**src/rtl/queue_packetizer.sv**
```systemverilog
// Frames bytes popped from the byte queue into USB IN packets of up to MAX_PKT bytes.
// Define QUEUE_PACKETIZER_ZLP_EN to send a zero-length packet after a full packet that drains the queue.
module queue_packetizer #(
    parameter int MAX_PKT = 64,
    parameter int TIMEOUT = 16
) (
    input  logic       r_clk,
    input  logic       rst,
    input  logic       fifo_empty,
    input  logic [7:0] fifo_data,
    output logic       fifo_rd_en,
    output logic       tx_valid,
    output logic [7:0] tx_data,
    output logic       tx_last,
    output logic       tx_zlp,
    input  logic       tx_ready,
    output logic       busy
);
    localparam int CW = $clog2(MAX_PKT);
    localparam int TW = $clog2(TIMEOUT) + 1;
    localparam logic [CW-1:0] CNT_LAST = CW'(MAX_PKT - 1);
    localparam logic [TW-1:0] TMO_LAST = TW'(TIMEOUT - 1);

    typedef enum logic [2:0] {IDLE, FETCH, HOLD, SEND, ZWAIT, ZSEND} state_t;

    state_t          state_reg;
    logic [CW-1:0]   byte_cnt_reg;
    logic [TW-1:0]   timer_reg;
    logic [7:0]      hold_reg;
    logic            last_reg;

`ifdef QUEUE_PACKETIZER_ZLP_EN
    logic            full_reg;
    logic            tx_zlp_reg;
    assign tx_zlp = tx_zlp_reg;
`else
    assign tx_zlp = 1'b0;
`endif

    always_ff @(posedge r_clk) begin
        if (!rst) begin
            state_reg    <= IDLE;
            byte_cnt_reg <= '0;
            timer_reg    <= '0;
            hold_reg     <= '0;
            last_reg     <= 1'b0;
            fifo_rd_en   <= 1'b0;
            tx_valid     <= 1'b0;
            tx_data      <= '0;
            tx_last      <= 1'b0;
            busy         <= 1'b0;
`ifdef QUEUE_PACKETIZER_ZLP_EN
            full_reg     <= 1'b0;
            tx_zlp_reg   <= 1'b0;
`endif
        end else begin
            case (state_reg)
                IDLE: begin
                    if (!fifo_empty) begin
                        fifo_rd_en <= 1'b1;
                        busy       <= 1'b1;
                        state_reg  <= FETCH;
                    end
                end
                FETCH: begin
                    // First FETCH cycle issues the pop; read data lands one cycle later.
                    fifo_rd_en <= 1'b0;
                    if (!fifo_rd_en) begin
                        hold_reg  <= fifo_data;
                        timer_reg <= '0;
                        state_reg <= HOLD;
                    end
                end
                HOLD: begin
                    if (byte_cnt_reg == CNT_LAST || !fifo_empty || timer_reg == TMO_LAST) begin
                        last_reg  <= (byte_cnt_reg == CNT_LAST) || fifo_empty;
                        tx_last   <= (byte_cnt_reg == CNT_LAST) || fifo_empty;
                        tx_valid  <= 1'b1;
                        tx_data   <= hold_reg;
                        state_reg <= SEND;
`ifdef QUEUE_PACKETIZER_ZLP_EN
                        full_reg  <= (byte_cnt_reg == CNT_LAST);
`endif
                    end else begin
                        timer_reg <= timer_reg + 1'b1;
                    end
                end
                SEND: begin
                    if (tx_ready) begin
                        tx_valid     <= 1'b0;
                        tx_data      <= '0;
                        tx_last      <= 1'b0;
                        byte_cnt_reg <= last_reg ? '0 : byte_cnt_reg + 1'b1;
                        // Mid-packet the queue is known non-empty: HOLD saw a byte behind this one.
                        if (!last_reg || !fifo_empty) begin
                            fifo_rd_en <= 1'b1;
                            state_reg  <= FETCH;
                        end
`ifdef QUEUE_PACKETIZER_ZLP_EN
                        else if (full_reg) begin
                            timer_reg <= '0;
                            state_reg <= ZWAIT;
                        end
`endif
                        else begin
                            busy      <= 1'b0;
                            state_reg <= IDLE;
                        end
                    end
                end
`ifdef QUEUE_PACKETIZER_ZLP_EN
                ZWAIT: begin
                    if (!fifo_empty) begin
                        fifo_rd_en <= 1'b1;
                        state_reg  <= FETCH;
                    end else if (timer_reg == TMO_LAST) begin
                        tx_valid   <= 1'b1;
                        tx_last    <= 1'b1;
                        tx_zlp_reg <= 1'b1;
                        tx_data    <= '0;
                        state_reg  <= ZSEND;
                    end else begin
                        timer_reg <= timer_reg + 1'b1;
                    end
                end
                ZSEND: begin
                    if (tx_ready) begin
                        tx_valid   <= 1'b0;
                        tx_last    <= 1'b0;
                        tx_zlp_reg <= 1'b0;
                        busy       <= 1'b0;
                        state_reg  <= IDLE;
                    end
                end
`endif
                default: begin
                    busy      <= 1'b0;
                    state_reg <= IDLE;
                end
            endcase
        end
    end
endmodule

```
**config.mk**
```make
export PLATFORM = sky130hd
export DESIGN_NAME = queue_packetizer
export DESIGN_NICKNAME = d
export VERILOG_FILES = /design/src/rtl/queue_packetizer.sv
export SDC_FILE = /design/constraint.sdc
export NUM_CORES = 1
export LEC_CHECK = 0
export CELL_PAD_IN_SITES_DETAIL_PLACEMENT = 1
export CELL_PAD_IN_SITES_GLOBAL_PLACEMENT = 1
export CORE_ASPECT_RATIO = 0.6
export CORE_UTILIZATION = 40
export DETAILED_ROUTE_END_ITERATION = 8
export PLACE_DENSITY = 0.82
export SETUP_SLACK_MARGIN = 0.15
export SYNTH_ARGS = -nofsm -noshare
export SYNTH_HDL_FRONTEND = slang
export SYNTH_SLANG_ARGS = --single-unit
```
**constraint.sdc**
```tcl
create_clock -name r_clk -period 2.47 [get_ports r_clk]
set_input_delay 0.494 -clock r_clk [delete_from_list [all_inputs] [get_ports r_clk]]
set_output_delay 0.494 -clock r_clk [all_outputs]
set_load 0.03 [all_outputs]
```
* Yosys cells after proc, flatten, opt, wreduce, memory -nomap -nowiden
Cells that the tools add are included.
** Cells by class
- Bitwise logic cells :: 2
- Mux-type cells :: 25
- Add/sub/neg operators :: 2
- Reductions and logical operators :: 19
- Equal/unequal tests :: 12
** Operators with widths (number)
- 8-bit two-way mux :: 2
- 8-bit one-hot mux with 2 select lines :: 1
- 2-bit != test, second input constant :: 7
- 3-bit two-way mux :: 4
- 3-bit one-hot mux with 4 select lines :: 1
- 4-bit AND reduction :: 3
- 5-bit two-way mux :: 2
- 5-bit one-hot mux with 2 select lines :: 1
- 1-bit two-way mux :: 9
- 6-bit by 1-bit adder with 6-bit output, second input constant :: 1
- 3-bit by 2-bit == test with 1-bit output, second input constant :: 2
- 6-bit == test, second input constant :: 1
- 6-bit two-way mux :: 1
- 1-bit one-hot mux with 3 select lines :: 2
- 2-bit AND reduction :: 3
- 3-bit AND reduction :: 2
- 5-bit by 1-bit adder with 5-bit output, second input constant :: 1
- 5-bit by 4-bit == test with 1-bit output, second input constant :: 1
- 1-bit logical OR :: 4
- 1-bit one-hot mux with 2 select lines :: 2
- 2-bit nonzero test :: 2
- 3-bit by 1-bit == test with 1-bit output, second input constant :: 1
- 3-bit zero test :: 1
- 3-bit nonzero test :: 1
- other kinds (3) :: 5
** Storage, ports and cells
- Bits of input ports :: 12
- Bits in registers :: 35
- Logic and storage cells :: 70
- Output and inout bits :: 13

* Depth between registers and ports, before layout
- Depth in word-level cells :: 5
- Mapped depth :: 7
- Gate-level depth less buffers :: 7

* Worst setup path before layout
No wires, ideal clock.
- Path kind :: register -> register
- From :: reg timer_reg[0]
- To :: reg tx_valid
- Period minus slack after synthesis :: 1.807 ns
- Cell stages (with the launch flop) :: 8
- Data required time :: 2.354 ns
- Path slack :: 0.663 ns
- Path buffers :: 0
- Setup time :: 0.116 ns
- Arrival time :: 1.690 ns
- Cell sequence :: dfxtp_1 ha_1 and3_1 ha_1 and2b_1 a21bo_2 and3_1 a31o_2
** Between the ends
- Word-level cells in the longest chain between the ends :: 4
** Ends and longest elaborated chain
- start: declaration :: RTL line 28 : logic [TW-1:0] timer_reg;
- start signal: assignment :: RTL line 85 : timer_reg <= timer_reg + 1'b1;
- 5-bit by 4-bit == test with 1-bit output :: RTL line 75 : if (byte_cnt_reg == CNT_LAST || !fifo_empty || timer_reg == TMO_LAST) begin
- 1-bit logical OR :: RTL line 75
- 2-bit != test (no line)
- 3-bit AND reduction (no line)
- end signal: assignment :: RTL line 48 : tx_valid <= 1'b0;
- end signal: assignment :: RTL line 78 : tx_valid <= 1'b1;
- end signal: assignment :: RTL line 90 : tx_valid <= 1'b0;
- end: declaration :: RTL line 12 : output logic tx_valid,
Every way passes these cells.
A chain may end at the register's enable or synchronous reset.

* Worst setup path in the final report
- From :: reg timer_reg[0]
- To :: reg tx_data[7]
** Between the ends
- Word-level cells in the longest chain between the ends :: 4
** Ends and longest elaborated chain
- 5-bit by 4-bit == test with 1-bit output :: RTL line 75
- 1-bit logical OR :: RTL line 75
- 2-bit != test (no line)
- 3-bit AND reduction (no line)
- end signal: assignment :: RTL line 79 : tx_data <= hold_reg;
- end: declaration :: RTL line 13 : output logic [7:0] tx_data,
Every way passes these cells.

==> impl_results.md <==
- Status: finished clean
- Syn nets: 199
- Ys flop type: dfxtp_1
- Worst skew pair latency: 0.29 ns
- Hold_sp: hold_reg[1]$_SDFFE_PN0P_
- Post-layout nets: approximately 220
- Global-route usage over all layers: 21.7%
- H-Tree Depth: 2
- Clock skew: around 0.0064 ns
- Critical Path Sink Type: register
- Number of buffers created by CTS: 5
- Worst reg-to-reg setup slack: between 0.4 and 0.5 ns
- Crit path top cell by count: ha_1
- Yosys top cell area share: 41.9%
- Synth Cell Area: between 0.0015 and 0.002 mm^2
- Data required time of the worst path: around 2.7 ns
- I/O Buffers: 23
- Fin crit period: around 2 ns
- Ant. Diodes: 0
- Height of the chip: about 51 um
- Antenna Nets Post-Route: 0
- Hold WS: between 0.4 and 0.5 ns
- CTS clock-pin slew for the worst setup and hold paths: 0.07 ns
- Final Hold Viols: 0
- PostCTS Resize Cnt: 0
- Layout fillers: 439
- Routability cong.: about 0.8
- DR vias: 1,356
- # clock sinks: 34
- DIE WIDTH: 84.3 um
- Detail Placement HPWL: slightly above 3 mm
- Final WS setup: between 0.4 and 0.5 ns
- Sequential area share after synthesis: a little over two fifths
- # DRC: 0
- YS warnings: 0
- Yosys reg bits: 34
- CP max stage cell: dfxtp_1
- Cells along the critical path: ha_1, and3_1, ha_1, and2b_1, a21boi_4, o2bb2ai_4, mux2i_1
- Gate count of the mapped netlist: 180
- Fraction of layout cells with a size suffix above 1: under 10%
- Hold Crit Class: reg2reg
- Hold Buf Count CTS: 0
- RSZ-0062 raised after global routing: false
- WL per Instance: 16.9 um
- Clk root buf: clkbuf_8
- Crit Path Max Fanout: 10
- Worst Hold Path EP: hold_reg[1]$_SDFFE_PN0P_
- Synth cell types: 41
- Final setup violation count: 0
- FMAX: about 490 MHz
- CP Class: reg2reg
- VDD IR max: 0.439 mV
- Setup TNS: 0 ns
- Power per cell area: approximately 900 mW/mm^2
- Row count: 17
- Initial antenna violation count: 0
- WHS Path Cells: 2
- Async SR Flop Fraction: 0%
- Synth area leader: dfxtp_1
- Full die area: between 0.004 and 0.005 mm^2
- Core area: 0.00379 mm^2
- Initial Util: between 40% and 50%
- GRT overflow: 0
- Post-CTS Setup Bufs: 0
- Post-synth EDFFs: 0
- Max-slew headroom: just under 50%
- Critical R2R Launch: timer_reg[0]$_SDFFE_PN0P_
- Pre-CTS WS: 0.241 ns
- Vias in the first global route: 1,421
- Vias per cell: 5.42
- Leakage: ~0.76 nW
- CTS max path bufs: 2
- Setup crit start kind: register
- 1st-pass router iterations: 4
- Syn avg cell area: 9.03 um^2
- Area Overhead vs Synth: 21.3%
- Slew @ Worst Pin: 0.760 ns
- IO Count: 25
- Crit path largest cell delay: 0.36 ns
- Synth top area cells: dfxtp_1, nand2_1, mux2i_1, ha_1, a21oi_1
- Max_cap viols: 0
- Pin count of the biggest net entering global routing: 17
- CTS tree: built
- Final Max Slew Viols: 0
- CP arrival: 2.27 ns
- First-pass GRT wire length: 7.00 mm
- Depth of the most critical reg-to-reg path: 7
- Final Cycle Share: 83.5%
- Top-count cell post-synth: nand2_1
- Post-synth top cells: nand2_1, dfxtp_1, a21oi_1, mux2i_1
- Initial drt markers: 26
- Worst r2r dst: tx_data[7]$_SDFFE_PN0P_
- WL final: 4.21 mm
==> per-layer routing <==
layer	wire length, um	up-vias	track usage, %
li1	-	671	-
met2	1960	14	36.7
met3	120	7	6.30
met5	0	-	0
met4	61	0	8.91
met1	2070	664	26.4
==> metrics by stage <==
step	util [%]	power, mW	area [um^2]	cells
global route	52.1	1.89	1970	250
floorplan	-	1.15	1630	180
finish	52.1	1.78	1970	250
global placement	49.7	1.31	1880	242
CTS	52.1	1.80	1970	250
detailed placement	49.7	1.36	1880	242
==> layout by cell type, fill, tap and decap left out, types with 2 or more instances in the layout <==
cell type / n
mux2i_1: 9
nand4_1: 4
nand2b_1: 2
or3_1: 2
and3_1: 3
a221oi_1: 2
xnor2_1: 2
a31oi_1: 4
nor2b_1: 3
nand4b_1: 2
nor2_1: 7
a21bo_2: 2
a21oi_1: 12
dfxtp_1: 34
o211ai_1: 2
clkbuf_8: 6
nand2_1: 35
ha_1: 7
nand3b_1: 6
xor2_1: 3
a211oi_1: 2
a32o_1: 3
buf_4: 3
inv_1: 5
clkdlybuf4s50_1: 23
nand3_1: 5
==> logic make-up (layout without fill, tap and decap cells) <==
family                   after synthesis  in the layout  synth area share (%)
AND/OR/NAND/NOR                       73             73                  22.5
AO/OA/AOI/OAI                         35             35                  17.2
flip-flops                            34             34                  41.9
buffers and inverters                 16             39                  4.62
multiplexers                           9              9                  5.54
adder cells (fa/ha/maj)                7              7                  5.39
XOR/XNOR                               5              5                  2.69
other                                  1              1                 0.231
==> worst max-delay path by stage <==
stage                                    from                 endpoint  cells past startpoint  slack [ns]
floorplan           timer_reg[0]$_SDFFE_PN0P_    tx_valid$_SDFFE_PN0P_                      7        0.66
global placement                   fifo_empty  tx_data[7]$_SDFFE_PN0P_                      5        0.37
detailed placement                 fifo_empty  tx_data[7]$_SDFFE_PN0P_                      5        0.24
CTS                 timer_reg[0]$_SDFFE_PN0P_  tx_data[7]$_SDFFE_PN0P_                      7        0.41
global route        timer_reg[0]$_SDFFE_PN0P_  tx_data[7]$_SDFFE_PN0P_                      7        0.30
finish              timer_reg[0]$_SDFFE_PN0P_  tx_data[7]$_SDFFE_PN0P_                      7        0.41
==> area by class of cell <==
| class | instances | area, um^2 | area share (%) |
|---|---|---|---|
| Timing Repair Buffer | 26 | 253 | 12.8 |
| Tap cell | 47 | 58.8 | 2.98 |
| Inverter | 5 | 18.8 | 0.952 |
| Clock buffer | 7 | 86.3 | 4.38 |
| Sequential cell | 34 | 681 | 34.5 |
| Multi-Input combinational cell | 130 | 870 | 44.1 |
| Clock inverter | 1 | 5.00 | 0.254 |
==> where the power goes <==
part           internal (mW)  total [mW]  leakage, nW  switching, mW
registers              0.624       0.685        0.276         0.0609
clock network          0.225       0.437       0.0482          0.212
logic                  0.259       0.660        0.435          0.401
==> critical path: cells and delay by family, from the launching register on <==
family	cells	cell delay [ns]
flops	1	0.36
fa+ha+maj	2	0.43
mux	1	0.25
simple gates	2	0.39
compound gates	2	0.55
(Power assumes the default switching activity.)
==> patch: new RTL, config.mk and constraints unchanged <==
The 6 states of `state_t` get a one-hot encoding in 6 bits.
--- a/src/rtl/queue_packetizer.sv
+++ b/src/rtl/queue_packetizer.sv
@@ -21,7 +21,7 @@
     localparam logic [CW-1:0] CNT_LAST = CW'(MAX_PKT - 1);
     localparam logic [TW-1:0] TMO_LAST = TW'(TIMEOUT - 1);
 
-    typedef enum logic [2:0] {IDLE, FETCH, HOLD, SEND, ZWAIT, ZSEND} state_t;
+    typedef enum logic [5:0] {IDLE = 6'b000001, FETCH = 6'b000010, HOLD = 6'b000100, SEND = 6'b001000, ZWAIT = 6'b010000, ZSEND = 6'b100000} state_t;
 
     state_t          state_reg;
     logic [CW-1:0]   byte_cnt_reg;
Check against the original RTL: same outputs for any inputs over 10 cycles, from zero or initial values and one cycle with rst low; not proved beyond that.
==> patch against the unedited design <==
Routed wire length is 3.9% higher. Sequential cell count rose by 2. Worst setup slack worse by 30 ps. Synthesized area grew 4.8%. Count of clock-buffer cells in the layout shrank 1. Cell area up 5.0%. Critical path type unchanged. Highest routed layer unchanged.
Power is not compared: it rests on default switching activity, and its combinational part moved more than twofold at a synthesized area within 25%.
==> patch: results (changes against the unedited design) <==
outcome:
  status: "finished, final reports clean"
logic_synthesis:
  synthTopCellsByArea: "dfxtp_1 (42%), a21oi_1 (5.6%), o211ai_1 (4.8%)"
  synth_fa_ha_area_frac: 0.02204  # -0.03184
  synth.distinct_cells: 42  # +2.4%
  synthMuxAreaShare: 0.04702  # -0.008403
  yosys.area_share.xor_xnor: 0.03086  # +0.003916
  syn_avg_cell_area_um2: 9.106  # +0.85%
  synth_fp_nets: 202  # +1.5%
  synth_compound_area_frac: 0.1866  # +0.01496
  synthTopCellsByCount: "dfxtp_1 (36), a21oi_1 (19), nor2_1 (17), nand3_1 (16), nand2_1 (12)"
  seq_area_frac_synth: 0.4232  # +0.004435
placement:
  placed_area_um2: 1993  # +6.0%
  gp_congestion: 0.8448  # +7.8%
  dp_hpwl_um: 3160  # +1.9%
  dp.cells: 262  # +8.3%
layout:
  drive_gt1_frac: 0.1038  # +0.02003
  num_antenna_cells: 0  # unchanged
  final_cell_count_no_fill: 269  # +7.6%
  fin_nets: 227  # +2.7%
drt:
  dr.pass1.iters: 4  # unchanged
  avgViaCountPerCell: 5.520  # +1.8%
  drt_iter0_drc: 67  # +160%
  wirelength_um: 4379  # +3.9%
clocking:
  cts_buffer_depth: 2  # unchanged
  postCtsSetupRepairBufs: 0  # unchanged
  clkLatencyLatePin_ps: 290  # about the same
  path_clk_slew_ps: 70  # about the same
  cts_buffers: 5  # unchanged
  root_buffer: "clkbuf_8"
  htreeDepth: 2  # unchanged
sta:
  finClkSkew_ps: 4.263  # -2.093 ps
  worst_pin_slew_ps: 760.0  # +0.1275 ps
setup_path:
  arrival_ps: 2310  # +40 ps
  rr_worst_depth: 8  # +1
  crit_fanout: 6  # -4
power_and_ir_drop:
  leakagePower_uw: 0.0007171
  ir_drop_mv: 0.2324
grt:
  antenna_found_initial: 0  # unchanged
  grt_max_degree: 16  # -1
  grt_pass1_wl_um: 7314  # +4.4%
  grt.total_usage: 0.2165  # -0.0009109
  grt_pass1_vias: 1510  # +6.3%
worst_hold_path:
  hold_path_class: "flip-flop to flip-flop"
-- patch: cell families (layout without fill, tap and decap cells) --
family                     after synthesis  count (layout)
AOI/OAI and AO/OA                       47              47
other                                    1               1
buffers and inverters                   15              40
muxes                                    8               8
adders and majority gates                3               3
and+or+nand+nor                         71              71
DFF                                     36              36
xor gates and xnor gates                 6               6
-- patch: path summary, 6_finish.rpt --
path / to / slack (ps) / start
worst max register to register: tx_last / 380 / timer_reg[0]
worst min register to register: tx_valid / 480 / tx_valid
worst min-delay path: tx_valid / 480 / tx_valid
worst max-delay path: tx_last / 380 / timer_reg[0]
-- patch: metrics by stage --
| step | power, uW | worst slack, ps | hold slack (ps) | util |
|---|---|---|---|---|
| 3_5_place_dp | 877.4 | 167.0 | 469.4 | 0.5149 |
| 4_1_cts | 1277 | 273.8 | 479.5 | 0.5349 |
| 6_report | 1270 | 379.0 | 479.1 | 0.5349 |
| 5_1_grt | 1323 | 194.0 | 505.0 | 0.5349 |
| 3_3_place_gp | 865.8 | 251.0 | 453.4 | 0.5149 |
| 2_1_floorplan | 808.2 | 556.9 | 443.1 | - |
-- patch: timing repair --
action,CTS,global route
endpoints found under the hold margin,0,0
gates resized for setup,0,1
endpoints found under the setup margin,0,13
-- patch: cell type report --
| class | instances | area, um2 |
|---|---|---|
| Inverter | 3 | 11.26 |
| Clock inverter | 1 | 5.005 |
| Timing Repair Buffer | 30 | 282.8 |
| Fill cell | 457 | 1800 |
| Sequential cell | 36 | 720.7 |
| Multi-Input combinational cell | 136 | 907.1 |
| Tap cell | 57 | 71.32 |
| Clock buffer | 6 | 72.57 |
-- patch: worst max-delay path: stages (launching register included) --
cell and delay, ps:
dfxtp_1 340, ha_1 230, and3_1 190, ha_1 210
nor2b_1 240, a21boi_1 350, buf_4 210, o211ai_1 100
a21oi_1 160
-- patch: layer usage --
metal | up-vias | wire length (um) | GRT usage
met1 | 730 | 2172 | 0.2769
met5 | - | 0 | 0
met2 | 21 | 2007 | 0.3505
met4 | 0 | 57 | 0.09444
met3 | 7 | 141 | 0.05354
li1 | 727 | - | -
-- patch: power by group --
part           internal (uW)  total (uW)  switching (uW)
Sequential               607         661            53.6
Clock                    192         405             213
Combinational           98.6         204             106
